`src/rtl/fp32_multiplier.sv`:
```
// Two-stage IEEE-754 single-precision multiplier: truncating, flush-to-zero,
// with a flag instead of saturation when the result exponent overflows.
module fp32_multiplier (
  input  logic        clk,
  input  logic        rst,
  input  logic [31:0] x,
  input  logic [31:0] y,
  output logic [31:0] product,
  output logic        overflow
);

  logic [31:0] x_d, x_q;
  logic [31:0] y_d, y_q;
  logic [31:0] product_d, product_q;
  logic        overflow_d, overflow_q;

  logic               sign;
  logic [47:0]        sig_prod;
  logic signed [9:0]  exp_sum;
  logic signed [9:0]  exp_norm;
  logic [22:0]        frac;
  logic               zero_in;

  always_comb begin
    x_d = x;
    y_d = y;
  end

  always_comb begin
    sign     = x_q[31] ^ y_q[31];
    sig_prod = 48'({1'b1, x_q[22:0]}) * 48'({1'b1, y_q[22:0]});
    exp_sum  = $signed({2'b00, x_q[30:23]}) + $signed({2'b00, y_q[30:23]}) - 10'sd127;
    zero_in  = (x_q[30:23] == 8'd0) || (y_q[30:23] == 8'd0);

    // Significand product lies in [1,4); a set top bit means one extra binade.
    if (sig_prod[47]) begin
      frac     = sig_prod[46:24];
      exp_norm = exp_sum + 10'sd1;
    end else begin
      frac     = sig_prod[45:23];
      exp_norm = exp_sum;
    end

    product_d  = {sign, exp_norm[7:0], frac};
    overflow_d = 1'b0;
    if (zero_in) begin
      product_d = 32'h0000_0000;
    end else if (exp_norm >= 10'sd255) begin
      // Exponent field deliberately wraps modulo 256.
      overflow_d = 1'b1;
    end else if (exp_norm <= 10'sd0) begin
      product_d = {sign, 31'b0};
    end
  end

  always_ff @(posedge clk or posedge rst) begin
    if (rst) begin
      x_q        <= 32'h0000_0000;
      y_q        <= 32'h0000_0000;
      product_q  <= 32'h0000_0000;
      overflow_q <= 1'b0;
    end else begin
      x_q        <= x_d;
      y_q        <= y_d;
      product_q  <= product_d;
      overflow_q <= overflow_d;
    end
  end

  assign product  = product_q;
  assign overflow = overflow_q;

endmodule

```
`config.mk`:
```
export PLATFORM = sky130hd
export DESIGN_NAME = fp32_multiplier
export DESIGN_NICKNAME = d
export VERILOG_FILES = /design/src/rtl/fp32_multiplier.sv
export SDC_FILE = /design/constraint.sdc
export NUM_CORES = 2
export LEC_CHECK = 0
export CORE_ASPECT_RATIO = 0.9
export CORE_MARGIN = 3
export CORE_UTILIZATION = 60
export DETAILED_ROUTE_END_ITERATION = 12
export GPL_TIMING_DRIVEN = 0
export PLACE_DENSITY = 0.78
export SYNTH_ARGS = -nofsm -noshare
export SYNTH_HDL_FRONTEND = slang
export SYNTH_SLANG_ARGS = --single-unit
```
`constraint.sdc`:
```
create_clock -name clk -period 8.9 [get_ports clk]
set_clock_uncertainty 0.2 [all_clocks]
set_input_delay 2.225 -clock clk [delete_from_list [all_inputs] [get_ports clk]]
set_output_delay 2.225 -clock clk [all_outputs]
set_load 0.02 [all_outputs]
```
==> key figures <==
Global route
  • First-pass GRT wire length: 101800 um
  • Antenna violations before repair: 2
  • Largest net degree at the start of global routing: 69
  • GRT Residual Overflow: 0
  • Vias in the first global route: 18081
  • Tot GR Track Use: between 30% and 40%

Synth
  • Net Count, Synth: just over 3000
  • Seq/Total Area, Yosys: between 10% and 20%
  • Mapped Area: approximately 22000 sq um
  • Ys flop type: dfrtp_1
  • Unique masters post-synth: 64
  • Async set-reset flop share out of synthesis: 100.0%
  • Post-Synthesis Cells: 2352
  • Number of enable flip-flop cells after synthesis: 0
  • Synth warnings: 0
  • Syn_area_per_cell: slightly above 9 sq um
  • #FFs+latches synth: 97

Floorplanning
  • Die Ht: 186.7 um
  • CORE AREA: ~35000 sq um
  • Starting density of the core: between 60 and 70%
  • Die Area: between 30000 and 40000 sq um
  • Ports: 99
  • Row count: 65
  • Die width: 206.8 um

Placed design
  • Port Buffer Count: 98
  • Placed cells: between 2000 and 3000
  • DP HPWL: about 54000 um
  • Final GP Congestion: a little over 1
  • DP Area: 23380 sq um

STA
  • Slew HR: around 42%
  • Fmax: between 0.1 and 0.15 GHz
  • Final min period: roughly 8600 ps
  • Final worst-path cycle share: 96.95%
  • Setup violators final: 0
  • Endpoints failing hold: 0
  • Slew Viols, Final: 0
  • Hold_ws: around 310 ps
  • Worst Tran Pin Value: slightly below 900 ps

Final layout
  • Most common cell after layout, fill and taps aside: inv_1
  • Final instance area: approximately 24000 sq um
  • Final std cells w/o fill: 2941
  • Layout net count: ~3200
  • Layout cell share with drive strength beyond 1: ~4.4%
  • Commonest non-fill, non-tap cells in the layout: inv_1, fa_1, nand2_1
  • Area grow syn2layout: 9.353%

Clocking
  • Max Root-Sink Buffers: 2
  • Worst-path clk slew: 80 ps
  • Root buf cell: clkbuf_16
  • CTS buffer count: 9
  • TritonCTS clock tree: done
  • # Post-CTS Setup Buffers: 0
  • Clock Sinks: 97
  • Clock Latency Late Sink: around 400 ps
  • CTS H-Tree Depth: 3

Drt
  • DR vias/cell: ~5.6
  • Number of DRC markers in iteration 0: 1241
  • DRC: 0
  • Total number of vias: between 15000 and 20000
  • WL per Instance: about 22 um
  • Routed WL: between 60000 and 70000 um
  • Router iterations before antenna repair: 5
  • Antenna-violating nets left: 0

Worst setup path
  • Critical Path AT: just under 9000 ps
  • Critical Path Start Type: flop
  • Most used cell, CP: fa_1
  • Required time worst endpoint: between 8000 and 9000 ps
  • Slowest-stage cell, CP: dfrtp_1
  • CP endpoint kind: flop
  • Crit-path max FO: 10
  • Worst Path Class, Setup: flop to flop
  • Critical path's largest stage delay: 630 ps

Job
  • # Max-Cap Violations: 0

Status
  • Status: complete, no violations

Worst hold path
  • Hold Path Class: flop to flop
==> routing by layer <==
metal	share of wire (%)	vias up	track usage (%)
li1	-	7109	-
met1	38	8341	46.63
met2	45	840	54.76
met3	12	197	11.04
met4	5.2	2	15.87
met5	0.012	-	0
==> sequential cells by signal, summed over array words and instances, names as in the netlist <==
signal	cells
overflow	1
product	32
x_q	32
y_q	32
==> logic make-up (layout without fill, tap and decap cells) <==
family | count (synthesis) | in the layout | share of synthesized area (%)
AO/OA/AOI/OAI | 155 | 155 | 4.889
XOR/XNOR | 40 | 40 | 1.609
adder cells (fa/ha/maj) | 667 | 667 | 54.93
buffers and inverters | 689 | 804 | 11.97
flip-flops | 97 | 97 | 11.14
multiplexers | 4 | 4 | 0.2011
other | 0 | 5 | 0
AND/OR/NAND/NOR | 700 | 700 | 15.26
==> area by class of cell <==
type | instances | area (sq um)
Clock buffer | 10 | 229.0
Tap cell | 469 | 586.8
Antenna cell | 5 | 12.51
Fill cell | 2916 | 11640
Inverter | 588 | 2213
Clock inverter | 6 | 81.33
Timing Repair Buffer | 99 | 1008
Multi-Input combinational cell | 1566 | 16780
Buffer | 101 | 473.0
Sequential cell | 97 | 2436
==> worst max-delay path, delay by kind of cell (launching register included) <==
family          cells  cell delay, ps
fa+ha+maj           8            3900
simple gates        6            1300
compound gates      5            1300
buf+inv             6            1180
flops               1             630
==> final timing paths <==
kind,from,slack (ps),endpoint,cells after the start
worst max register to register,y_q[5],270,product[1],25
worst min-delay path,x_q[31],310,product[31],2
min in group asynchronous,rst,2020,y_q[9],2
max in group asynchronous,rst,5720,x_q[15],3
worst max-delay path,y_q[5],270,product[1],25
worst min register to register,x_q[31],310,product[31],2
==> cells in the mapped netlist, drive strengths merged (5+ instances only) <==
cell type    n  share of area [%]
buf          7               0.21
a21o        21               0.72
and3         5               0.14
o21ai       18               0.41
clkbuf      94                1.6
nand3       10               0.23
inv        586                 10
xnor2       30                1.2
and2       218                6.3
fa         482                 44
nor2        73                1.3
or3          5               0.14
ha         185                 11
o21bai       5               0.17
nand4       10               0.29
dfrtp       97                 11
xor2        10               0.40
nor4         8               0.23
nand2      342                5.9
nor3        14               0.32
a21oi       57                1.3
a211oi       7               0.26
o21a        10               0.34
==> stage by stage <==
stage	setup WS (ps)	setup TNS [ps]	util, %
after floorplan	1382	0	-
after global placement	-54.20	-367.5	65.84
after detailed placement	-128.3	-2057	65.93
after CTS	32.74	0	66.85
after global routing	-3.692	-6.444	67.13
final	271.1	0	67.17
==> repair_timing <==
item / CTS / global route
gates resized for setup: 11 / 109
hold buffers: 0 / 0
setup endpoints to repair: 23 / 27
gates cloned: 0 / 0
Power is not shown: default switching activity piles up to over one toggle a cycle in this logic, so the estimate is an artifact.
